### config.mk
export PLATFORM = sky130hd
export DESIGN_NAME = core_s2_lsu_seq_flat
export DESIGN_NICKNAME = d
export VERILOG_FILES = /design/src/rtl/core_s2_lsu_seq_if.sv /design/src/rtl/core_s2_lsu_seq.sv /design/src/flat_wrapper.sv
export SDC_FILE = /design/constraint.sdc
export NUM_CORES = 1
export LEC_CHECK = 0
export CAP_MARGIN = 0
export CORE_MARGIN = 2
export CORE_UTILIZATION = 49
export DETAILED_ROUTE_END_ITERATION = 10
export PLACE_DENSITY = 0.92
export SETUP_SLACK_MARGIN = 0.02
export SLEW_MARGIN = 20
export SYNTH_ARGS = -nofsm -noshare
export SYNTH_HDL_FRONTEND = slang
export SYNTH_SLANG_ARGS = --single-unit
### constraint.sdc
create_clock -name clk -period 5.7 [get_ports clk]
set_input_delay 0.855 -clock clk [delete_from_list [all_inputs] [get_ports clk]]
set_output_delay 0.855 -clock clk [all_outputs]
set_load 0.1 [all_outputs]
### src/rtl/core_s2_lsu_seq_if.sv
// Data-cache request/response bus between the stage-2 load/store sequencer and the dcache.
// master: LSU side. It drives the request and receives ready and the response.
// slave : dcache side.
interface core_s2_lsu_seq_if;
  logic        dcache_req_valid;
  logic        dcache_req_ready;
  logic [31:0] dcache_addr;
  logic        dcache_we;
  logic [31:0] dcache_wdata;
  logic [3:0]  dcache_wmask;
  logic        dcache_rsp_valid;
  logic [31:0] dcache_rdata;

  modport master (
    output dcache_req_valid, dcache_addr, dcache_we, dcache_wdata, dcache_wmask,
    input  dcache_req_ready, dcache_rsp_valid, dcache_rdata
  );

  modport slave (
    input  dcache_req_valid, dcache_addr, dcache_we, dcache_wdata, dcache_wmask,
    output dcache_req_ready, dcache_rsp_valid, dcache_rdata
  );
endinterface

### src/rtl/core_s2_lsu_seq.sv
// Stage-2 load/store sequencer.
// It accepts one aligned access from the pipeline and issues it on the dcache bus.
// For a load it waits up to RSP_TIMEOUT cycles for the response.
// It writes the formatted load result back for one cycle in DONE.
// Ports:
//   clk, rst_n          clock, asynchronous active-low reset
//   mem_*               stage-2 access: request, store flag, size, sign, address, store data
//   rd_idx, flush       load destination register; kill of the stage-2 instruction
//   dcache (master)     dcache request and response bus
//   s2_stall            holds stage 2 while the access is outstanding
//   ld_we/ld_rd_idx/ld_wd  register-file write port for the load result
//   misaligned, bus_err    single-cycle exception pulses
module core_s2_lsu_seq #(
  parameter int unsigned RSP_TIMEOUT = 1023
) (
  input  logic                     clk,
  input  logic                     rst_n,
  input  logic                     mem_req,
  input  logic                     mem_we,
  input  logic [1:0]               mem_size,
  input  logic                     mem_signed,
  input  logic [31:0]              mem_addr,
  input  logic [31:0]              mem_wd,
  input  logic [4:0]               rd_idx,
  input  logic                     flush,
  core_s2_lsu_seq_if.master        dcache,
  output logic                     s2_stall,
  output logic                     ld_we,
  output logic [4:0]               ld_rd_idx,
  output logic [31:0]              ld_wd,
  output logic                     misaligned,
  output logic                     bus_err
);

  localparam int unsigned CNT_W = (RSP_TIMEOUT < 1) ? 1 : $clog2(RSP_TIMEOUT + 1);

  typedef enum logic [1:0] {IDLE, REQ, WAIT, DONE} state_t;

  state_t            state_q, state_d;
  logic [31:0]       addr_q, wdata_q, rdata_q;
  logic              we_q, sgn_q, killed_q, err_q;
  logic [1:0]        size_q;
  logic [4:0]        rd_q;
  logic [3:0]        wmask_q;
  logic [CNT_W-1:0]  cnt_q, cnt_nxt;

  logic              mis, accept, cnt_clr, cnt_inc, rsp_cap, to_err, kill_set;
  logic              stall_c, mis_c;
  logic [3:0]        wmask_n;
  logic [31:0]       wdata_n, rsh;

  // Alignment check, byte-lane mask and lane-replicated store data for the incoming access.
  always_comb begin
    mis = (mem_size == 2'd3) ||
          (mem_size == 2'd1 && mem_addr[0]) ||
          (mem_size == 2'd2 && mem_addr[1:0] != 2'b00);
    wmask_n = 4'b1111;
    wdata_n = mem_wd;
    case (mem_size)
      2'd0: begin
        wmask_n = 4'b0001 << mem_addr[1:0];
        wdata_n = {4{mem_wd[7:0]}};
      end
      2'd1: begin
        wmask_n = 4'b0011 << mem_addr[1:0];
        wdata_n = {2{mem_wd[15:0]}};
      end
      default: ;
    endcase
  end

  assign cnt_nxt = cnt_q + CNT_W'(1);

  always_comb begin
    state_d  = state_q;
    accept   = 1'b0;
    cnt_clr  = 1'b0;
    cnt_inc  = 1'b0;
    rsp_cap  = 1'b0;
    to_err   = 1'b0;
    kill_set = 1'b0;
    stall_c  = 1'b0;
    mis_c    = 1'b0;
    case (state_q)
      IDLE: begin
        if (mem_req && !flush) begin
          if (mis) begin
            mis_c = 1'b1;
          end else begin
            accept  = 1'b1;
            stall_c = 1'b1;
            state_d = REQ;
          end
        end
      end
      REQ: begin
        stall_c  = 1'b1;
        kill_set = flush;
        if (dcache.dcache_req_ready) begin
          cnt_clr = 1'b1;
          state_d = we_q ? DONE : WAIT;
        end
      end
      WAIT: begin
        stall_c  = 1'b1;
        kill_set = flush;
        if (dcache.dcache_rsp_valid) begin
          rsp_cap = 1'b1;
          state_d = DONE;
        end else begin
          cnt_inc = 1'b1;
          if (cnt_nxt == CNT_W'(RSP_TIMEOUT)) begin
            to_err  = 1'b1;
            state_d = DONE;
          end
        end
      end
      DONE: begin
        kill_set = flush;
        state_d  = IDLE;
      end
      default: state_d = IDLE;
    endcase
  end

  // The IDLE-state outputs are combinational from mem_req. They are gated so that
  // every output reads 0 while reset is held.
  assign s2_stall   = stall_c & rst_n;
  assign misaligned = mis_c & rst_n;

  always_ff @(posedge clk or negedge rst_n) begin
    if (!rst_n) state_q <= IDLE;
    else        state_q <= state_d;
  end

  always_ff @(posedge clk or negedge rst_n) begin
    if (!rst_n) begin
      addr_q   <= '0;
      we_q     <= 1'b0;
      size_q   <= '0;
      sgn_q    <= 1'b0;
      rd_q     <= '0;
      wdata_q  <= '0;
      wmask_q  <= '0;
      rdata_q  <= '0;
      cnt_q    <= '0;
      killed_q <= 1'b0;
      err_q    <= 1'b0;
    end else begin
      if (accept) begin
        addr_q   <= mem_addr;
        we_q     <= mem_we;
        size_q   <= mem_size;
        sgn_q    <= mem_signed;
        rd_q     <= rd_idx;
        wdata_q  <= mem_we ? wdata_n : '0;
        wmask_q  <= mem_we ? wmask_n : '0;
        killed_q <= 1'b0;
        err_q    <= 1'b0;
      end
      if (kill_set) killed_q <= 1'b1;
      if (cnt_clr)       cnt_q <= '0;
      else if (cnt_inc)  cnt_q <= cnt_nxt;
      if (rsp_cap) rdata_q <= dcache.dcache_rdata;
      if (to_err)  err_q   <= 1'b1;
    end
  end

  assign dcache.dcache_req_valid = (state_q == REQ);
  assign dcache.dcache_addr      = addr_q;
  assign dcache.dcache_we        = we_q;
  assign dcache.dcache_wdata     = wdata_q;
  assign dcache.dcache_wmask     = wmask_q;

  // Load formatting. The addressed byte or half is moved down to bit 0, then extended.
  assign rsh = rdata_q >> {addr_q[1:0], 3'b000};

  always_comb begin
    ld_wd = rsh;
    case (size_q)
      2'd0: ld_wd = {{24{sgn_q & rsh[7]}}, rsh[7:0]};
      2'd1: ld_wd = {{16{sgn_q & rsh[15]}}, rsh[15:0]};
      default: ;
    endcase
  end

  // A flush that arrives in the DONE cycle itself must also block the write.
  assign ld_we     = (state_q == DONE) && !we_q && !killed_q && !flush && !err_q && (rd_q != '0);
  assign ld_rd_idx = rd_q;
  assign bus_err   = (state_q == DONE) && err_q;

endmodule

### src/flat_wrapper.sv
// flat-port wrapper written by rule: the top's interface ports become plain ports
module core_s2_lsu_seq_flat 
#(
  parameter int unsigned RSP_TIMEOUT = 1023
)
  (clk, rst_n, mem_req, mem_we, mem_size, mem_signed, mem_addr, mem_wd, rd_idx, flush, s2_stall, ld_we, ld_rd_idx, ld_wd, misaligned, bus_err, dcache_dcache_req_valid, dcache_dcache_addr, dcache_dcache_we, dcache_dcache_wdata, dcache_dcache_wmask, dcache_dcache_req_ready, dcache_dcache_rsp_valid, dcache_dcache_rdata);
  core_s2_lsu_seq_if dcache_i ();
  input  logic clk;
  input  logic rst_n;
  input  logic mem_req;
  input  logic mem_we;
  input  logic [1:0] mem_size;
  input  logic mem_signed;
  input  logic [31:0] mem_addr;
  input  logic [31:0] mem_wd;
  input  logic [4:0] rd_idx;
  input  logic flush;
  output logic s2_stall;
  output logic ld_we;
  output logic [4:0] ld_rd_idx;
  output logic [31:0] ld_wd;
  output logic misaligned;
  output logic bus_err;
  output wire logic [$bits(dcache_i.dcache_req_valid)-1:0] dcache_dcache_req_valid;
  output wire logic [$bits(dcache_i.dcache_addr)-1:0] dcache_dcache_addr;
  output wire logic [$bits(dcache_i.dcache_we)-1:0] dcache_dcache_we;
  output wire logic [$bits(dcache_i.dcache_wdata)-1:0] dcache_dcache_wdata;
  output wire logic [$bits(dcache_i.dcache_wmask)-1:0] dcache_dcache_wmask;
  input wire logic [$bits(dcache_i.dcache_req_ready)-1:0] dcache_dcache_req_ready;
  input wire logic [$bits(dcache_i.dcache_rsp_valid)-1:0] dcache_dcache_rsp_valid;
  input wire logic [$bits(dcache_i.dcache_rdata)-1:0] dcache_dcache_rdata;
  assign dcache_dcache_req_valid = dcache_i.dcache_req_valid;
  assign dcache_dcache_addr = dcache_i.dcache_addr;
  assign dcache_dcache_we = dcache_i.dcache_we;
  assign dcache_dcache_wdata = dcache_i.dcache_wdata;
  assign dcache_dcache_wmask = dcache_i.dcache_wmask;
  assign dcache_i.dcache_req_ready = dcache_dcache_req_ready;
  assign dcache_i.dcache_rsp_valid = dcache_dcache_rsp_valid;
  assign dcache_i.dcache_rdata = dcache_dcache_rdata;
  core_s2_lsu_seq #(.RSP_TIMEOUT(RSP_TIMEOUT)) u_core (.clk(clk), .rst_n(rst_n), .mem_req(mem_req), .mem_we(mem_we), .mem_size(mem_size), .mem_signed(mem_signed), .mem_addr(mem_addr), .mem_wd(mem_wd), .rd_idx(rd_idx), .flush(flush), .dcache(dcache_i), .s2_stall(s2_stall), .ld_we(ld_we), .ld_rd_idx(ld_rd_idx), .ld_wd(ld_wd), .misaligned(misaligned), .bus_err(bus_err));
endmodule
### Word-level counts from Yosys, hierarchy flattened

Index checks and enable logic that the tools add are counted.

* register bits: 123
* bits in latches: 0
* memory bits (writable): 0
* memory bits (read-only): 0
* input port bits: 111
* output and inout bits: 111
* logic and storage cells: 92
* memories kept: 0

* add/sub/neg operators: 1
* $mul: 0
* divide/modulo/power cells: 0
* $lt $le $gt $ge: 0
* eq/ne operators: 12
* shift-type cells: 3
* muxes and demuxes: 34
* bitwise operators: 4
* reduce and logical (&&, ||, !) cells: 26

Operators with widths (count)
* $pmux W32 S2: 2
* $mux W32: 1
* $shr A32 B5 Y32: 1
* $mux W1: 20
* $mux W10: 2
* $add A10 B1 Y10 const B: 1
* $eq A10 B10 Y1 const B: 1
* $mux W2: 5
* $logic_and A1 B1 Y1: 9
* $eq A2 B2 Y1 const B: 4
* $pmux W2 S4: 1
* $pmux W4 S2: 1
* $reduce_bool A2 Y1: 4
* $eq A2 B1 Y1 const B: 3
* $logic_not A2 Y1: 3
* $reduce_bool A5 Y1: 1
* $and A1 B1 Y1: 4
* $logic_not A1 Y1: 4
* $mux W4: 1
* $ne A2 B1 Y1 const B: 2
* $reduce_and A4 Y1: 1
* $shl A1 B2 Y4 const A: 1
* $shl A2 B2 Y4 const A: 1
* $ne A3 B2 Y1 const B: 1
* other kinds (5): 6

### Logic depth before layout (Yosys ltp)

* depth after elaboration: 9
* gate-level depth with buffers: 8
* depth with buffers taken out: 7

### Worst setup path after synthesis

OpenSTA, ideal clock, no wires.

* kind: flip-flop to output port
* from: register u_core.rd_q[0] (netlist: u_core.ld_rd_idx[0])
* to: output port ld_we
* arrival time: 4.025 ns
* data required time: 4.845 ns
* slack: 0.820 ns
* cell stages (with the launch flop): 4
* path buffers: 0
* cells stage by stage: dfrtp_1 or4_1 nor2_1 nor4_1

* cells in the longest elaborated chain, start to end: 2

Ends and longest elaborated chain
* from (decl): RTL line core_s2_lsu_seq.sv:43 `logic [4:0] rd_q;`
* from (signal assigned): RTL line core_s2_lsu_seq.sv:155 `rd_q <= rd_idx;`
* $reduce_bool A5 Y1: RTL line core_s2_lsu_seq.sv:188 `assign ld_we = (state_q == DONE) && !we_q && !killed_q && !flush && !err_q && (rd_q != '0);`
* $logic_and A1 B1 Y1: RTL line core_s2_lsu_seq.sv:188
* to (decl): RTL line flat_wrapper.sv:19 `output logic ld_we;`

No other way between the ends.

### Worst setup path in the final report

* from: register u_core.addr_q[1] (netlist: u_core.dcache.dcache_addr[1])
* to: output port ld_wd[22]

* cells in the longest elaborated chain, start to end: 3
* elaborated cells between the ends (all ways): 4
* classes of those cells: shift (1); mux (1); bitwise (2)

Ends and longest elaborated chain
* from (decl): RTL line core_s2_lsu_seq.sv:40 `logic [31:0] addr_q, wdata_q, rdata_q;`
* from (signal assigned): RTL line core_s2_lsu_seq.sv:151 `addr_q <= mem_addr;`
* $shr A32 B5 Y32 (*): RTL line core_s2_lsu_seq.sv:176 `assign rsh = rdata_q >> {addr_q[1:0], 3'b000};`
* $and A1 B1 Y1, on equally long branches: RTL line core_s2_lsu_seq.sv:182, core_s2_lsu_seq.sv:181
* $pmux W32 S2 (*): RTL line core_s2_lsu_seq.sv:180 `case (size_q)`
* to (decl): RTL line flat_wrapper.sv:21 `output logic [31:0] ld_wd;`

Mark *: on every way between the ends. The rest lies on a longest branch, timed or not.

==> out/results.tsv <==
stage	metric	value	unit
run_status	status	finished clean	
min_path	Min-Delay Path Class	in -> async	
finish	post-route cell area	8990	sq um
floorplan	I/O pin count	222	
finish	ant diodes	0	
sta	setup TNS	0	ns
clock_network	CTS tree	yes	
sta	max-slew violation count	0	
yosys	count of cell types in the netlist	43	
setup_path	critical path, cell by cell	nor2b_1 > a2bb2oi_1 > a21oi_1 > nand3b_1 > o21ai_1 > clkdlybuf4s50_1	
setup_path	crit path max-delay cell type	clkdlybuf4s50_1	
global_routing	total grt overflow	0	
finish	filler cell count	825	
clock_network	CTS max path bufs	2	
clock_network	clock buffer count from CTS	17	
sta	Fin Clk Skew	0.00777	ns
floorplan	Die Ht	116	um
clock_network	H-Tree Depth	4	
sta	f_max	210	MHz
global_routing	first-pass GRT wire length	28100	um
route	routed len/inst	18.1	um
clock_network	cts hold-fix bufs	0	
sta	Final Critical Period	4.76	ns
setup_path	largest fanout on the critical path	27	
route	vias per inst	5.41	
global_routing	GRT Util Overall	27.3	%
global_routing	largest net degree at the start of global routing	94	
route	first drt pass iteration count	5	
yosys	ys flop type	dfrtp_1	
setup_path	WS Path Type	reg -> out	
sta	hold_ws	0.326	ns
clock_network	Clk pin slew, worst setup/hold paths	0.05	ns
floorplan	core area	12100	sq um
sta	period utilization	83.6	%
yosys	post-synthesis sequential area ratio	50.5	%
finish	area grow syn2layout	47.5	%
yosys	Avg Inst Size Synth	10.6	sq um
setup_path	data required time of the worst path	4.85	ns
floorplan	num rows	40	
floorplan	Die Area	13400	sq um
placed_design	area post-placement	8430	sq um
global_routing	initial antenna violation count	0	
floorplan	die width	116	um
placed_design	port bufs	221	
setup_path	Worst path top cell family by delay	buffers and inverters	
setup_path	Slowest Stage Delay on Critical Path	1.17	ns
sta	setup slack after layout	0.937	ns
setup_path	Arr. time, crit path	3.91	ns
route	number of DRC markers in iteration 0	334	
setup_path	Reg-to-Reg Start	u_core.state_q[0]	
route	antenna-violating nets left	0	
sta	relative slew slack	29.8	%
route	residual DRC count	0	
placed_design	Post-Place Worst Slack	1.38	ns
clock_network	worst-skew pair later-pin latency	0.40	ns
setup_path	worst setup path startpoint	u_core.dcache.dcache_addr[1]	
route	Vias	5240	
finish	layout cell share with drive strength beyond 1	8.25	%
clock_network	clock sinks	123	
sta	RSZ-0062 raised after global routing	no	
yosys	Post-synth EDFFs	0	
yosys	YS warnings	0	
placed_design	hpwl dp	12900	um
yosys	Cell Area, Synth	6100	sq um
finish	Multi-input gate area	2850	sq um
setup_path	CP Capture Type	output port	
yosys	synthesized flop and latch total	123	
finish	Final Net Count	909	
finish	Reg area	3080	sq um
clock_network	CTS resizes	0	
yosys	Post-Synthesis Cells	578	
job	max-cap violations	0	
floorplan	Initial Util	50.6	%
sta	Final Hold Fails	0	
placed_design	GPL Wtd Cong	0.963	
clock_network	post-CTS setup buffers	0	
sta	final setup vio count	0	
yosys	fraction of registers with async set/reset	100	%
route	final WL	17500	um
setup_path	Buf/Inv on CP	1	
yosys	Syn Nets	697	
clock_network	root buffer cell	clkbuf_16	
setup_path	Startpoint Class	register	
sta	Worst Max-Slew Pin Slew	1.05	ns
global_routing	number of global-route vias before repair	5465	
==> metrics by stage <==
step | cells | utilization, %
detailed placement | 939 | 69.9
global placement | 939 | 69.9
global route | 968 | 74.6
floorplan | 578 | -
CTS | 968 | 74.6
finish | 968 | 74.6
==> path summary, 6_finish.rpt <==
check                                                  to  slack, ns  cells after the start
max in group asynchronous  u_core.dcache.dcache_wdata[27]       3.75                      3
max reg2reg                 u_core.dcache.dcache_addr[20]       3.00                      6
max                                             ld_wd[22]       0.94                      6
min reg2reg                             u_core.rdata_q[3]       0.48                      1
min in group clk                        u_core.rdata_q[3]       0.48                      1
min                                       u_core.cnt_q[1]       0.33                      1
==> registers in the layout, indices dropped and copies added (netlist names), 2 cells and up <==
name                        count
u_core.cnt_q                   10
u_core.dcache.dcache_addr      32
u_core.dcache.dcache_wdata     32
u_core.dcache.dcache_wmask      4
u_core.ld_rd_idx                5
u_core.rdata_q                 32
u_core.size_q                   2
u_core.state_q                  2
==> layout by cell type, fill, tap and decap left out, types with 3 or more instances in the layout <==
cell	synthesis	routed
nor3_1	3	3
o21ai_0	21	21
nor2_1	27	27
nand4_1	3	3
nand3_1	6	6
mux2i_1	25	25
clkbuf_8	0	3
xor2_1	5	5
clkbuf_16	0	17
xnor2_1	3	3
inv_1	6	6
nor2b_1	13	13
o21ai_1	47	47
clkinv_2	0	4
nand2_1	102	102
buf_4	0	11
dfrtp_1	123	123
a21oi_1	21	21
a211oi_1	10	10
mux2_1	72	72
clkdlybuf4s50_1	0	218
ha_1	8	8
mux2_2	18	18
==> cells by family after synthesis <==
family / count (synthesis) / synth area share (%)
AOI/OAI and AO/OA: 108 / 10.2
xor gates and xnor gates: 8 / 1.15
and+or+nand+nor: 173 / 12.6
DFF: 123 / 50.5
adders and majority gates: 8 / 1.64
muxes: 116 / 21.1
buffers and inverters: 42 / 2.89
==> layer usage <==
| layer | track usage [%] | vias up | routed length (um) |
|---|---|---|---|
| met1 | 32.2 | 2545 | 6890 |
| met2 | 47.0 | 231 | 8720 |
| met3 | 9.05 | 34 | 1460 |
| met5 | 0 | - | 0 |
| li1 | - | 2430 | - |
| met4 | 9.56 | 0 | 436 |
==> layout make-up <==
type | instances | share of cell area, %
well taps | 168 | 2.34
clock buffers | 21 | 5.23
multi-input cells | 413 | 31.7
inverters | 6 | 0.250
flip-flops and latches | 123 | 34.2
clock inverters | 8 | 1.06
repair buffers | 229 | 25.2
==> Yosys cell counts, types with 3 or more instances <==
cell type | n | area [sq um]
buf_2 | 15 | 75.1
nor2b_1 | 13 | 81.3
mux2_2 | 18 | 203
nand4_1 | 3 | 18.8
inv_1 | 6 | 22.5
a21oi_1 | 21 | 105
mux2i_1 | 25 | 250
a211oi_1 | 10 | 75.1
ha_1 | 8 | 100
nor2_1 | 27 | 101
nand2_1 | 102 | 383
xor2_1 | 5 | 43.8
o21ai_0 | 21 | 105
buf_1 | 7 | 26.3
mux2_1 | 72 | 811
nand3_1 | 6 | 30.0
clkbuf_1 | 14 | 52.6
dfrtp_1 | 123 | 3080
nor3_1 | 3 | 15.0
xnor2_1 | 3 | 26.3
o21ai_1 | 47 | 235
==> worst reg2reg max path, stage by stage, from the launching register on <==
cell and delay (ns):
dfrtp_1 0.43, inv_1 0.15, ha_1 0.33, o211ai_4 0.11, buf_4 0.34, buf_4 0.79, mux2_1 0.43
Power is left out: the tool's default activity adds up to more than one toggle a clock period on the data nets, which glitch-free logic cannot reach.
